File: src/rtl/jtframe_dump_trigger.sv
// Dump-window trigger: counts frames from vertical sync and opens a capture window
// either at a chosen frame number or on the falling edge of the download LED.
module jtframe_dump_trigger #(
  parameter int CNTW    = 32,
  parameter bit VS_NEG  = 1'b1,
  parameter int HOLDOFF = 20000,
  parameter int HOLDW   = 15
) (
  input  logic            clk,
  input  logic            rst_n,
  input  logic            vs,
  input  logic            led,
  input  logic            arm,
  input  logic            mode,
  input  logic [CNTW-1:0] start_frame,
  input  logic [15:0]     dump_len,
  output logic [CNTW-1:0] frame_cnt,
  output logic            frame_tick,
  output logic            dump_en,
  output logic            dump_start,
  output logic            dump_stop,
  output logic [1:0]      st
);

  typedef enum logic [1:0] {
    S_IDLE = 2'd0,
    S_WAIT = 2'd1,
    S_DUMP = 2'd2,
    S_DONE = 2'd3
  } state_t;

  state_t          state, state_next;
  logic [15:0]     frames_left, left_next;
  logic            vs_s1, vs_s2, vs_d;
  logic            led_s1, led_s2, led_d;
  logic [HOLDW-1:0] hold_cnt;
  logic            hold_done;
  logic            vs_edge, led_fall;
  logic [CNTW-1:0] cnt_next;
  logic            start_next, stop_next;

  // Two-stage synchronisers followed by one delay stage for edge detection
  always_ff @(posedge clk or negedge rst_n) begin
    if (!rst_n) begin
      vs_s1  <= 1'b0;
      vs_s2  <= 1'b0;
      vs_d   <= 1'b0;
      led_s1 <= 1'b0;
      led_s2 <= 1'b0;
      led_d  <= 1'b0;
    end else begin
      vs_s1  <= vs;
      vs_s2  <= vs_s1;
      vs_d   <= vs_s2;
      led_s1 <= led;
      led_s2 <= led_s1;
      led_d  <= led_s2;
    end
  end

  assign vs_edge   = VS_NEG ? (vs_d & ~vs_s2) : (~vs_d & vs_s2);
  assign led_fall  = led_d & ~led_s2;
  assign hold_done = (hold_cnt == HOLDW'(HOLDOFF));
  assign cnt_next  = frame_cnt + 1'b1;

  always_ff @(posedge clk or negedge rst_n) begin
    if (!rst_n) begin
      hold_cnt <= '0;
    end else if (!hold_done) begin
      hold_cnt <= hold_cnt + 1'b1;
    end
  end

  always_ff @(posedge clk or negedge rst_n) begin
    if (!rst_n) begin
      frame_tick <= 1'b0;
      frame_cnt  <= '0;
    end else begin
      frame_tick <= vs_edge;
      if (vs_edge) frame_cnt <= cnt_next;
    end
  end

  // State register; start/stop pulses are registered so they line up with frame_tick
  always_ff @(posedge clk or negedge rst_n) begin
    if (!rst_n) begin
      state       <= S_IDLE;
      frames_left <= '0;
      dump_start  <= 1'b0;
      dump_stop   <= 1'b0;
    end else begin
      state       <= state_next;
      frames_left <= left_next;
      dump_start  <= start_next;
      dump_stop   <= stop_next;
    end
  end

  // frames_left == 0 while in DUMP means an open-ended window
  always_comb begin
    state_next = state;
    left_next  = frames_left;
    if (!arm) begin
      state_next = S_IDLE;
    end else begin
      case (state)
        S_IDLE: state_next = S_WAIT;
        S_WAIT: begin
          if (mode ? (led_fall && hold_done) : (vs_edge && cnt_next == start_frame)) begin
            state_next = S_DUMP;
            left_next  = dump_len;
          end
        end
        S_DUMP: begin
          if (vs_edge && frames_left != 16'd0) begin
            left_next = frames_left - 16'd1;
            if (frames_left == 16'd1) state_next = S_DONE;
          end
        end
        S_DONE: state_next = S_DONE;
        default: state_next = S_IDLE;
      endcase
    end
  end

  always_comb begin
    start_next = (state != S_DUMP) && (state_next == S_DUMP);
    stop_next  = (state == S_DUMP) && (state_next != S_DUMP);
    dump_en    = (state == S_DUMP);
    st         = state;
  end

endmodule

File: config.mk
export PLATFORM = sky130hd
export DESIGN_NAME = jtframe_dump_trigger
export DESIGN_NICKNAME = d
export VERILOG_FILES = /design/src/rtl/jtframe_dump_trigger.sv
export SDC_FILE = /design/constraint.sdc
export NUM_CORES = 1
export LEC_CHECK = 0
export ABC_AREA = 1
export BUFFER_PORTS_ARGS = -buffer_cell sky130_fd_sc_hd__buf_2
export CAP_MARGIN = 30
export CORE_AREA = 3 3 106 108
export CTS_BUF_LIST = sky130_fd_sc_hd__clkbuf_8
export DETAILED_ROUTE_END_ITERATION = 6
export DIE_AREA = 0 0 109 111
export PLACE_DENSITY = 0.72
export SLEW_MARGIN = 20
export SYNTH_ARGS = -nofsm -noshare
export SYNTH_HDL_FRONTEND = slang
export SYNTH_SLANG_ARGS = --single-unit
export TNS_END_PERCENT = 100
File: constraint.sdc
create_clock -name clk -period 2.5 [get_ports clk]
set_input_delay 0.125 -clock clk [delete_from_list [all_inputs] [get_ports clk]]
set_output_delay 0.125 -clock clk [all_outputs]
set_load 0.01 [all_outputs]
# == Yosys cells after proc, flatten, opt, wreduce, memory -nomap -nowiden ==
# Cells that the tools add are included.
# op_classes
addsub,3
eq_ne,11
mux,9
bitwise,4
n_reduce_logical,9
# op_table
cell,count
adder 32 x 1 -> 32 bit (second input constant),1
equality test 32 bit,1
two-way mux 16 bit,2
one-hot mux 16 bit (2 select lines),1
equality test 16 x 1 -> 1 bit (second input constant),1
nonzero test 16 bit,1
subtractor 16 x 1 -> 16 bit (second input constant),1
adder 15 x 1 -> 15 bit (second input constant),1
equality test 15 bit (second input constant),1
two-way mux 2 bit,4
one-hot mux 2 bit (4 select lines),1
equality test 2 bit (second input constant),3
!= test 2 bit (second input constant),3
logical AND 1 bit,5
AND reduction 4 bit,1
AND 1 bit,2
equality test 2 x 1 -> 1 bit (second input constant),1
logical NOT 2 bit,1
!= test 2 x 1 -> 1 bit (second input constant),1
inverter 1 bit,2
nonzero test 2 bit,1
two-way mux 1 bit,1
# totals
reg_bits,74
out_inout_bits,38
word_cells,49

# == Depth between registers and ports, before layout ==
# Gate-level depths: netlist of run 1.
# depth
depth_word,9
depth_mapped,20
depth_no_buf,20

# == Worst setup path before layout of run 1 ==
# OpenSTA, ideal clock, no wires.
# synth_timing
path_type,flip-flop to flip-flop
start,register frame_cnt[1]
end,register frames_left[12]
arrival_ns,2.150
t_required_ns,2.378
slack_ns,0.228
stages_incl_launch_ff,20
synth_period_minus_slack_ns,2.272
cell_sequence,dfrtp_1 ha_1 nand2_2 nor2_4 nand2_1 nor2_2 nand2_1 nand2_1 nand2_1 nand2_1 nand2_1 nor2_1 nand2_1 nor2_1 nand3_2 nand3_2 nand2_4 inv_6 buf_6 o21ai_1
# synth_via
elab_chain_len,6
# synth_rtl
item,line,source
from (decl),17,"output logic [CNTW-1:0] frame_cnt,"
from (signal assigned),80,if (vs_edge) frame_cnt <= cnt_next;
adder 32 x 1 -> 32 bit,64,assign cnt_next = frame_cnt + 1'b1;
equality test 32 bit,109,if (mode ? (led_fall && hold_done) : (vs_edge && cnt_next == start_frame)) begin
logical AND 1 bit,109,
two-way mux 1 bit,109,
!= test 2 bit (no source line),--,
AND reduction 4 bit (no source line),--,
to (signal assigned),93,frames_left <= left_next;
to (decl),33,"logic [15:0] frames_left, left_next;"
# No other way between the ends.
# A chain may end at the register's enable or synchronous reset.

# == Worst setup path in the final report of run 1 ==
# layout_timing
start,register frame_cnt[0]
end,register frames_left[9]
# Same word-level chain as after synthesis.

==> run summary, run 1 <==
The max-slew headroom at the worst pin came out at 68.1%. The count of boundary I/O pins came out at 92. Synthesis handed over a netlist of 783 instances. The first TritonRoute pass finished after 7 iterations.

The H-tree generated during clock tree synthesis spans 3 levels. The commonest cells after synthesis are nand2_1, inv_1, nor2_1. TritonCTS built the clock tree. Counting both buffers and inverters, the worst setup path holds a total of 1. Clock tree synthesis inserted a total of 9 buffers. The number of antenna violations at the first check in global routing came out at 1. The combined global-route utilization of all metal layers came out at 24.9%.

The worst voltage drop across the vdd grid came out at 0.305 mV. Setup violations remaining at the end of the flow were counted as 1. The number of standard cells in the final layout excluding fillers is 1066. The sequential share of the synthesized area came out at 35.6%. The pin count of the biggest net entering global routing came out at 75. Dividing the detail-routed wire length by the instance count gives 14.4 um.

The async set-or-reset flop fraction in the synthesized netlist is 100%. The dominant register cell in the synthesized netlist is dfrtp_1. For the pin with the worst max-slew slack, the measured transition is 0.478 ns.

The final number of hold-violating endpoints is 0. By startpoint and endpoint, the worst setup path is classified as flip-flop to flip-flop. The mean instance size in the synthesized netlist is 6.64 sq um. The number of antenna diodes in the final layout is 0. The number of max-slew violations in the final report came out at 0. The static leakage is 3.32 nW. The maximum clock rate came out at 0.399 GHz.

The number of nets at the end of the flow is 989. The full die area came out at 12100 sq um. The clock period minus worst slack is 2.50 ns.

The most numerous cell type found on the critical path is nand2_1. The cell area power density came out at 483 nW/um^2. The signal on the critical path passes through ha_4 -> nand2_4 -> nor2_4 -> nand2_4 -> nor2_4 -> nand2_1 -> nand2_1 -> nand3b_1 -> nand2_1 -> nor2_2 -> nand2_1 -> nor2_2 -> nand3_2 -> nand3_4 -> nand2_8 -> clkinv_8 -> o211ai_1 -> nand2_1. STA puts the critical path data required time at 2.76 ns. The largest stage delay on the critical path came out at 0.43 ns. The number of max-capacitance violations reported came out at 0. From left edge to right edge, the die measures 109 um. The remaining number of nets flagged by the antenna check after routing is 0. The data arrival time at the worst-slack endpoint is 2.76 ns.

The global-route wire length before repair is 24200 um. The master of the slowest instance on the critical path is dfrtp_2. Clock tree synthesis found a total of 74 sinks.

The number of core rows came out at 37. The via total after detailed routing came out at 5646. The tree is rooted in a clkbuf_8. The flow ran to the end, but the final reports show violations. For this run, design rule violations remaining after detail routing come to 0. In this run, the number of DRC markers left after iteration 0 of detailed routing was 402. The number of global-route vias before repair is 5243. Across the routed clock network, the largest skew measured is 0.0138 ns. After synthesis, the cell types taking the most area are dfrtp_1, nand2_1, nand3_1.

The cell type with the largest total area after synthesis is dfrtp_1. Summed over all nets, the half-perimeter wirelength after detailed placement is 11100 um. The count of different cell masters after synthesis came out at 35. The number of buffers between clock root and the deepest sink is 2. The nature of the critical path endpoint is a flip-flop.

The clock latency at the later pin of the worst-skew pair came out at 0.37 ns. Counting tap cells, the placed design contains a total of 1025 instances. Final hold analysis gives a worst-case slack of 0.0129 ns. The worst slack at placement came out at -0.126 ns. The initial cell density of the core is 50.3%. The number of synthesized register bits came out at 74. The final reports fail on setup timing.

The most common cell in the netlist is nand2_1. The number of warnings issued by yosys is 0. The largest fanout of any net on the critical path came out at 7. The worst hold path belongs to the class input port to flip-flop. STA classifies the critical path startpoint as a flip-flop.

The area growth from synthesis to layout is 27.2%. Counting every net in the synthesized netlist gives 847. The height of the die came out at 111 um. The CTS clock-pin slew for the worst setup and hold paths came out at 0.10 ns. The core region is 10300 sq um. Summed over all layers, the routed wires come to 15400 um. The remaining global-route overflow is 0. The count of flip-flops with a built-in enable after synthesis came out at 0. Summed over its instances, the top area cell type makes up 35.6% of the synthesized netlist area.

The cell area after synthesis is 5200 sq um. The fraction of the cycle the final worst path needs is 100%. The cell family contributing the most delay on the critical path is simple AND/OR/NAND/NOR gates. Setup repair after global routing could not meet its margin everywhere. The final worst setup slack is -0.00408 ns. The global placement routability congestion is 1.02.

The detail-routed via count per cell came out at 5.30. The number of buffer cells added on primary ports came out at 91. The share of post-route cells with drive strength above 1 came out at 25.9%.
what timing repair did:
action                     in CTS  in global routing
gates resized for setup         9                 64
setup buffers                   3                 14
setup endpoints to repair      18                 19
pin swaps                       4                 24
hold buffers                    4                  0
hold endpoints to repair       77                  0
gates cloned                    1                  3
power by group:
| group | internal, mW | total, mW | switching [mW] |
|---|---|---|---|
| combinational | 0.347 | 0.812 | 0.465 |
| sequential | 1.31 | 1.45 | 0.144 |
| clock | 0.378 | 0.929 | 0.551 |
per-layer routing:
metal	wire, um	GRT usage, %	vias up
met5	7	0	-
met2	7250	40.9	220
met1	6440	32.3	2607
met4	455	8.08	2
met3	1210	5.07	43
li1	-	-	2774
cell type report:
| cell class | count | area (sq um) |
|---|---|---|
| clock buffer | 9 | 124 |
| clock inverter | 7 | 61.3 |
| fill | 912 | 3710 |
| inverter | 104 | 403 |
| multi-input combinational | 596 | 3110 |
| sequential | 74 | 1870 |
| tap | 136 | 170 |
| timing repair buffer | 138 | 851 |
| timing repair inverter | 2 | 25.0 |
cell families (layout without fill, tap and decap cells):
logic type | Yosys count | count (layout) | share of synthesized area (%)
XOR/XNOR | 21 | 21 | 3.83
buffers and inverters | 115 | 260 | 8.69
AND/OR/NAND/NOR | 487 | 489 | 41.6
flip-flops | 74 | 74 | 35.6
AO/OA/AOI/OAI | 76 | 76 | 7.85
adder cells (fa/ha/maj) | 10 | 10 | 2.41
final timing paths:
path | start | end | slack (ns) | depth (start not counted)
worst min-delay path | dump_len[9] | frames_left[9]$_DFFE_PN0P_ | 0.01 | 3
worst max-delay path | frame_cnt[0]$_DFFE_PN0P_ | frames_left[9]$_DFFE_PN0P_ | -0.004 | 18
max in group asynchronous | rst_n | frame_cnt[1]$_DFFE_PN0P_ | 1.84 | 3
worst min register to register | led_s1$_DFF_PN0_ | led_s2$_DFF_PN0_ | 0.36 | 0
worst max register to register | frame_cnt[0]$_DFFE_PN0P_ | frames_left[9]$_DFFE_PN0P_ | -0.004 | 18
min in group asynchronous | rst_n | frame_cnt[9]$_DFFE_PN0P_ | 0.31 | 3
per-stage QoR:
stage	cell area (sq um)	power, mW	TNS [ns]	utilization [%]
2_1_floorplan	5200	1.88	0	-
3_3_place_gp	5970	2.13	-0.357	57.9
3_5_place_dp	5970	2.15	-1.37	57.9
4_1_cts	6270	3.14	0	60.7
5_1_grt	6610	3.38	-1.96	64.0
6_report	6610	3.19	-0.00408	64.0
worst min-delay path, delay by kind of cell:
kind | cells | cell delay [ns]
AOI/OAI and AO/OA | 1 | 0.08
and+or+nand+nor | 1 | 0.05
buffers and inverters | 1 | 0.09
state kept, by name (all words and copies together), names as in the netlist:
name	cells
vs_d	1
hold_cnt	15
frame_tick	1
dump_stop	1
frames_left	16
led_d	1
st	2
frame_cnt	32
dump_start	1
led_s2	1
vs_s2	1
vs_s1	1
led_s1	1
layout by cell type (no fill, tap or decap), drive strengths merged, types with 15 or more instances in the layout:
cell type	instances
o21ai	57
nor2	95
inv	107
dfrtp	74
xor2	16
nand2	273
nand3	85
buf	134
nand4	15
Note: power is estimated with default switching activity, not from simulation.
==> run 2: changes to the inputs <==
--- a/config.mk
+++ b/config.mk
@@ -8,11 +8,13 @@
 export ABC_AREA = 1
 export BUFFER_PORTS_ARGS = -buffer_cell sky130_fd_sc_hd__buf_2
 export CAP_MARGIN = 30
-export CORE_AREA = 3 3 106 108
+export CELL_PAD_IN_SITES_DETAIL_PLACEMENT = 0
+export CELL_PAD_IN_SITES_GLOBAL_PLACEMENT = 1
+export CORE_AREA = 3 3 117 119
 export CTS_BUF_LIST = sky130_fd_sc_hd__clkbuf_8
 export DETAILED_ROUTE_END_ITERATION = 6
-export DIE_AREA = 0 0 109 111
-export PLACE_DENSITY = 0.72
+export DIE_AREA = 0 0 120 122
+export PLACE_DENSITY_LB_ADDON = 0.1
 export SLEW_MARGIN = 20
 export SYNTH_ARGS = -nofsm -noshare
 export SYNTH_HDL_FRONTEND = slang
==> run 2 against run 1 <==
Compared with the run above: the flow still finishes with violations (setup timing); non-clock buffer count rose by 5; wire length rose by 0.14%; count of clock-buffer cells in the layout did not move; flip-flop and latch count did not move; global-route usage fell by 3.5 points; largest cell class unchanged; largest power group unchanged.
==> run summary, run 2 (synthesized netlist as in run 1, its figures left out) <==
The detail-routed via count per cell came out at 4.91 (-7.3%). The most numerous cell type found on the critical path is nand2_1. The number of nets at the end of the flow is 994 (+0.51%). The number of iterations in the first detailed-routing pass was 5 (-2). The master of the slowest instance on the critical path is dfrtp_1. The via total after detailed routing is 5433 (-3.8%). The met2 track demand over resource came out at 36.8% (-4.1 points). The overall power of the completed layout came out at 3.40 mW (+6.3%). The synthesis-to-finish area growth came out at 27.4%.

Setup repair after global routing could not meet its margin everywhere. The number of clock sinks is 74 (unchanged). The CTS buffer count is 9 (unchanged). The share of post-route cells with drive strength above 1 is 23.0% (-2.9 points).

The clock period minus worst slack is 2.53 ns (+0.0233 ns). STA classifies the critical path endpoint as a flip-flop. The max-slew headroom at the worst pin is 62.0% (-6.1 points). The cell area power density came out at 513 nW/um^2 (+6.1%). The final worst setup slack was -0.0274 ns (-0.0233 ns). The remaining global-route overflow is 0 (unchanged). The global routing stage identified its most utilized layer as met2.

The flip-flop count of the largest register after layout is 32 (unchanged). The number of antenna violations at the first check in global routing came out at 2 (+1). The final number of hold-violating endpoints came out at 0 (unchanged).

The utilization after layout came out at 52.3% (-12 points). The flow ran to the end, but the final reports show violations. In this run the clock root is driven by a clkbuf_8. The total of endpoints with negative setup slack in the final report came out at 1 (unchanged). The full die area is 14600 sq um (+21%).

The total core area was 12700 sq um (+23%). The number of H-tree branching levels is 3 (unchanged). The number of max-capacitance violations reported is 0 (unchanged).

The largest stage delay on the critical path was 0.37 ns (-0.06 ns). The initial cell density of the core came out at 41.0% (-9.3 points). The checks that failed: setup timing.

The number of global-route vias before repair came to 5258 (+0.29%). The number of core rows is 41 (+11%). The static leakage came out at 3.36 nW (+1.2%).

The number of buffers between clock root and the deepest sink was 2 (unchanged). The global-route wire length before repair is 24700 um (+2.0%). The actual transition at the worst max-transition pin came to 0.569 ns (+0.0917 ns). The clock latency at the later pin of the worst-skew pair came out at 0.37 ns (about the same). The CTS clock-pin slew for the worst setup and hold paths came out at 0.09 ns (about the same).

The final wirelength is 15400 um (+0.14%). The maximum clock rate is 0.396 GHz (-0.92%). The height of the die is 122 um (+9.9%). The min-delay analysis places its worst path in the category input port to flip-flop. The DRC violations left came out at 0 (unchanged). Counting flops per register, the top entry is frame_cnt.

The width of the die is 120 um (+10%). The number of max-slew violations in the final report is 0 (unchanged). The largest registers in the layout are frame_cnt (32), frames_left (16), hold_cnt (15).

TritonCTS built the clock tree. The met1 usage in global routing came out at 26.9% (-5.4 points). The global placement routability congestion is 0.898 (-12%). The number of DRC markers after the initial detailed-route iteration came out at 248 (-38%).

The number of buffer cells added on primary ports came out at 91 (unchanged). Leaving out fill and tap cells, the most frequent cell in the layout is nand2_1. The combined global-route utilization of all metal layers came out at 21.3% (-3.5 points). The fraction of met3 tracks used by global routing came to 3.71% (-1.4 points).

The fraction of the cycle the final worst path needs is 101% (+0.93 points). The worst setup skew after layout is 0.0138 ns (+0.0000517 ns). The final routed wire length divided by cell count came out at 13.9 um (-3.6%). The worst voltage drop across the vdd grid was 0.369 mV (+21%). The data arrival time at the worst-slack endpoint is 2.78 ns (+0.02 ns). The path type of the worst setup path is flip-flop to flip-flop.

The pin count of the biggest net entering global routing is 41 (-45%). Traced cell by cell, the critical path runs through buf_4 -> nand2_2 -> nor2_4 -> nand2_4 -> nor2_8 -> buf_4 -> nand2_1 -> nand3_1 -> nand2_1 -> nand2_1 -> nor2_1 -> nand2_1 -> nor2_2 -> nand3_2 -> nand3_4 -> nand2_8 -> inv_8 -> o211ai_1 -> nand2_1. The remaining number of nets flagged by the antenna check after routing is 0 (unchanged). The largest fanout of any net on the critical path came out at 9 (+2).

The count of boundary I/O pins came to 92 (unchanged). STA classifies the critical path startpoint as a flip-flop. The required time of the critical path came out at 2.75 ns (about the same).

Leaving out fill and tap cells, the most frequent cells in the layout are nand2_1, inv_1, buf_2. The half-perimeter wire length of the detailed placement result came out at 11700 um (+5.1%).
## run 2: cell count changes in the layout (fill, tap and decap cells not counted), sizes merged
cell	previous run	this run
buf	134	139
bufinv	0	3
clkinv	4	1
clkinvlp	2	1
diode	0	1
## run 2: worst max-delay path, delay by kind of cell (launching register included)
kind,cells,cell delay (ns)
AOI/OAI and AO/OA,1,0.08
and+or+nand+nor,15,1.60
DFF,1,0.37
buffers and inverters,3,0.33
## run 2: path summary, 6_finish.rpt
kind                       cells after the start  slack (ns)                      from                    endpoint
max in group asynchronous                      3        1.54                     rst_n        dump_start$_DFF_PN0_
setup reg to reg                              19       -0.03  frame_cnt[1]$_DFFE_PN0P_  frames_left[9]$_DFFE_PN0P_
setup / recovery                              19       -0.03  frame_cnt[1]$_DFFE_PN0P_  frames_left[9]$_DFFE_PN0P_
min in group asynchronous                      2        0.26                     rst_n   frame_cnt[13]$_DFFE_PN0P_
hold / removal                                 3        0.03                       arm             st[0]$_DFF_PN0_
hold reg to reg                                0        0.35          led_s1$_DFF_PN0_            led_s2$_DFF_PN0_
## run 2: cell type report
type / instances / area [sq um]
Fill cell: 1291 / 6050
Multi-Input combinational cell: 596 / 3040
Sequential cell: 74 / 1850
Timing Repair Buffer: 143 / 858
Inverter: 104 / 398
Tap cell: 172 / 215
Clock buffer: 9 / 124
Clock inverter: 6 / 115
Timing Repair inverter: 2 / 20.0
Antenna cell: 1 / 2.50
## run 2: power by group
group          switching [mW]  leakage (nW)  total (mW)  internal (mW)
registers               0.104         0.968        1.41           1.30
clock network           0.505         0.116        1.17          0.663
logic                   0.465          2.27       0.822          0.357
## run 2: metal layers
layer	up-vias	routed length [um]
met5	-	10
met4	2	272
met3	23	778
met2	132	7410
met1	2485	6910
li1	2791	-
## run 2: timing repair
action                                  CTS  global route
endpoints found under the hold margin    41             0
hold buffers                              4             0
pin swaps                                13            12
gates resized for setup                  16            21
setup buffers                             3             1
endpoints found under the setup margin   18            20
cloned                                    4             0
## run 2: metrics by stage
| step | worst slack, ns | TNS (ns) | area [sq um] | hold slack (ns) | cells |
|---|---|---|---|---|---|
| detailed placement | -0.149 | -1.69 | 6150 | 0.150 | 1080 |
| global route | -0.243 | -4.00 | 6620 | 0.0162 | 1106 |
| floorplan | 0.228 | 0 | 5200 | -0.171 | 783 |
| finish | -0.0274 | -0.0274 | 6620 | 0.0250 | 1107 |
| global placement | -0.0875 | -0.770 | 6150 | 0.156 | 1080 |
| CTS | -0.00233 | -0.00364 | 6540 | 0.00286 | 1105 |
==> run 3: changes to the inputs <==
--- a/config.mk
+++ b/config.mk
@@ -10,10 +10,10 @@
 export CAP_MARGIN = 30
 export CELL_PAD_IN_SITES_DETAIL_PLACEMENT = 0
 export CELL_PAD_IN_SITES_GLOBAL_PLACEMENT = 1
-export CORE_AREA = 3 3 117 119
+export CORE_AREA = 3 3 118 120
 export CTS_BUF_LIST = sky130_fd_sc_hd__clkbuf_8
 export DETAILED_ROUTE_END_ITERATION = 6
-export DIE_AREA = 0 0 120 122
+export DIE_AREA = 0 0 121 123
 export PLACE_DENSITY_LB_ADDON = 0.1
 export SLEW_MARGIN = 20
 export SYNTH_ARGS = -nofsm -noshare
==> run 3 against run 2 <==
Compared with the run above: the flow still finishes with violations (setup timing); first-iteration DRC count up 15%; clock power down 3%; worst setup slack worse by 0.012 ns; cell area up 3.4%; highest routed layer unchanged.
==> run summary, run 3 (synthesized netlist as in run 1, its figures left out) <==
The run finished, with violations left. The checks that failed: setup timing. The detail-routed via count per cell is 4.97 (+1.4%). The total of endpoints with negative setup slack in the final report came out at 8 (+7). The share of post-route cells with drive strength above 1 was 25.8% (+2.7 points). The initial cell density of the core is 39.7% (-1.3 points). The worst slack at placement was -0.170 ns (-0.0203 ns).

The path type of the worst setup path is flip-flop to flip-flop. The largest fanout of any net on the critical path came out at 6 (-3). The library cells used most frequently in the layout, excluding fill and tap cells, are nand2_1, inv_1, buf_2. The full die area is 14900 sq um (+1.7%).

The number of clock sinks was 74 (unchanged). The data arrival time at the worst-slack endpoint came to 2.80 ns (+0.02 ns). The final routed wire length divided by cell count came out at 14.3 um (+3.1%). The number of buffer cells added on primary ports came out at 91 (unchanged).

The combined global-route utilization of all metal layers came out at 21.8% (+0.43 points). The final worst setup slack is -0.0396 ns (-0.0122 ns). The number of DRC markers after the initial detailed-route iteration is 286 (+15%). The static leakage was 3.49 nW (+3.8%). The global-route wire length before repair came out at 25400 um (+2.8%). The flip-flop count of the largest register after layout came out at 32 (unchanged).

The number of buffers between clock root and the deepest sink is 2 (unchanged). Clock tree synthesis selected as its root buffer the cell clkbuf_8. The actual transition at the worst max-transition pin is 0.563 ns (-0.00657 ns). The maximum clock rate is 0.394 GHz (-0.48%). The nature of the critical path endpoint is a flip-flop.

The width of the die is 121 um (+0.83%). The number of antenna violations at the first check in global routing is 2 (unchanged). Walking the worst path, the cells encountered are buf_6 -> nand2_2 -> nor2_4 -> nand2_4 -> nor2_8 -> buf_6 -> nand2_4 -> nand2_2 -> nand3b_1 -> nand2_1 -> nor2_1 -> nand2_1 -> nor2_2 -> nand3_4 -> nand3_4 -> nand2_8 -> clkinv_8 -> o211ai_1 -> nand2_1. The number of nets at the end of the flow came out at 1006 (+1.2%). The via total after detailed routing is 5586 (+2.8%). The register with the most flip-flops in the final layout is frame_cnt.

The required time of the critical path is 2.76 ns (about the same). TritonCTS built the clock tree. STA classifies the critical path startpoint as a flip-flop. The number of max-capacitance violations reported is 0 (unchanged). The largest registers in the layout are frame_cnt (32), frames_left (16), hold_cnt (15). The count of antenna diodes in the layout was 0 (-1). The CTS clock-pin slew for the worst setup and hold paths is 0.09 ns (about the same). The total core area came out at 13100 sq um (+3.3%). The number of core rows came out at 42 (+2.4%).

The count of boundary I/O pins is 92 (unchanged). The largest stage delay on the critical path came out at 0.41 ns (+0.04 ns). The clock latency at the later pin of the worst-skew pair was 0.38 ns (about the same). The cell area power density is 504 nW/um^2 (-1.8%). The remaining global-route overflow came out at 0 (unchanged).

The worst hold path belongs to the class input port to flip-flop. The worst voltage drop across the vdd grid is 0.377 mV (+2.2%). The height of the die is 123 um (+0.82%). The cell repeated most along the worst path is nand2_1. The final number of hold-violating endpoints came to 0 (unchanged).

The number of max-slew violations in the final report came out at 0 (unchanged). The fill cell instance count of the final layout is 1307 (+1.2%). The instance area at placement came out at 6160 sq um (+0.16%). On the critical path, the stage with the largest delay is an instance of dfrtp_1. The global placement routability congestion came out at 0.875 (-2.5%). The clock period minus worst slack is 2.54 ns (+0.0122 ns).

The pin count of the biggest net entering global routing came out at 40 (-2.4%). The CTS buffer count was 9 (unchanged). The remaining number of nets flagged by the antenna check after routing came out at 0 (unchanged). The DRC violations left was 0 (unchanged). The half-perimeter wire length of the detailed placement result came out at 11900 um (+2.2%). Relative to the synthesized area, the layout overhead comes to 31.7%. The post-layout instance area came out at 6850 sq um (+3.4%). The number of H-tree branching levels is 3 (unchanged). The most common cell after layout, fill and taps aside is nand2_1. Setup repair after global routing could not meet its margin everywhere. The overall power of the completed layout is 3.45 mW (+1.6%). The fraction of the cycle the final worst path needs came out at 102% (+0.49 points). The worst setup skew after layout is 0.0178 ns (+0.00397 ns). The final wirelength came out at 16100 um (+4.6%). The number of iterations in the first detailed-routing pass is 5 (unchanged). The number of global-route vias before repair came out at 5323 (+1.2%). The worst-case hold slack was 0.0480 ns (+0.0230 ns). The max-slew headroom at the worst pin came out at 62.5% (+0.44 points).
-- run 3: path summary, 6_finish.rpt --
path | startpoint | end | slack (ns) | depth (start not counted)
min in group asynchronous | rst_n | frame_cnt[11]$_DFFE_PN0P_ | 0.26 | 2
worst max register to register | frame_cnt[1]$_DFFE_PN0P_ | frames_left[9]$_DFFE_PN0P_ | -0.04 | 19
worst min register to register | led_s1$_DFF_PN0_ | led_s2$_DFF_PN0_ | 0.36 | 0
worst min-delay path | dump_len[2] | frames_left[2]$_DFFE_PN0P_ | 0.05 | 5
worst max-delay path | frame_cnt[1]$_DFFE_PN0P_ | frames_left[9]$_DFFE_PN0P_ | -0.04 | 19
max in group asynchronous | rst_n | frame_cnt[2]$_DFFE_PN0P_ | 1.60 | 3
-- run 3: worst max-delay path: cells and delay by family, from the launching register on --
kind	cells	cell delay, ns
AND/OR/NAND/NOR	15	1.56
flip-flops	1	0.41
buffers and inverters	3	0.36
AO/OA/AOI/OAI	1	0.09
-- run 3: metrics by stage --
| stage | setup TNS (ns) | utilization (%) | std cells |
|---|---|---|---|
| after floorplan | 0 | - | 783 |
| after global placement | -1.48 | 46.9 | 1082 |
| after detailed placement | -2.12 | 47.1 | 1083 |
| after CTS | 0 | 50.0 | 1111 |
| after global routing | -4.00 | 52.3 | 1123 |
| final | -0.185 | 52.3 | 1123 |
-- run 3: cell type report --
class | count | area, sq um | share of cell area, %
timing repair buffer | 154 | 990 | 14.5
clock inverter | 6 | 95.1 | 1.39
multi-input combinational | 596 | 3110 | 45.4
tap | 176 | 220 | 3.22
clock buffer | 10 | 138 | 2.01
inverter | 104 | 405 | 5.92
sequential | 74 | 1850 | 27.1
timing repair inverter | 3 | 36.3 | 0.530
-- run 3: power by group --
group	internal, mW	switching, mW
sequential	1.30	0.118
combinational	0.406	0.488
clock	0.602	0.532
-- run 3: what timing repair did --
item                                   CTS  global route
buffers inserted                         5             9
pin swaps                               13            22
gates cloned                             2             3
resized for setup                       11            60
hold buffers                             5             0
setup endpoints to repair               18            20
endpoints found under the hold margin   39             0
-- run 3: metal layers --
layer	GRT usage, %	routed length (um)	up-vias
li1	-	-	2821
met1	27.1	6910	2609
met2	37.7	8070	125
met3	3.75	733	27
met4	8.50	347	4
met5	0	17	-
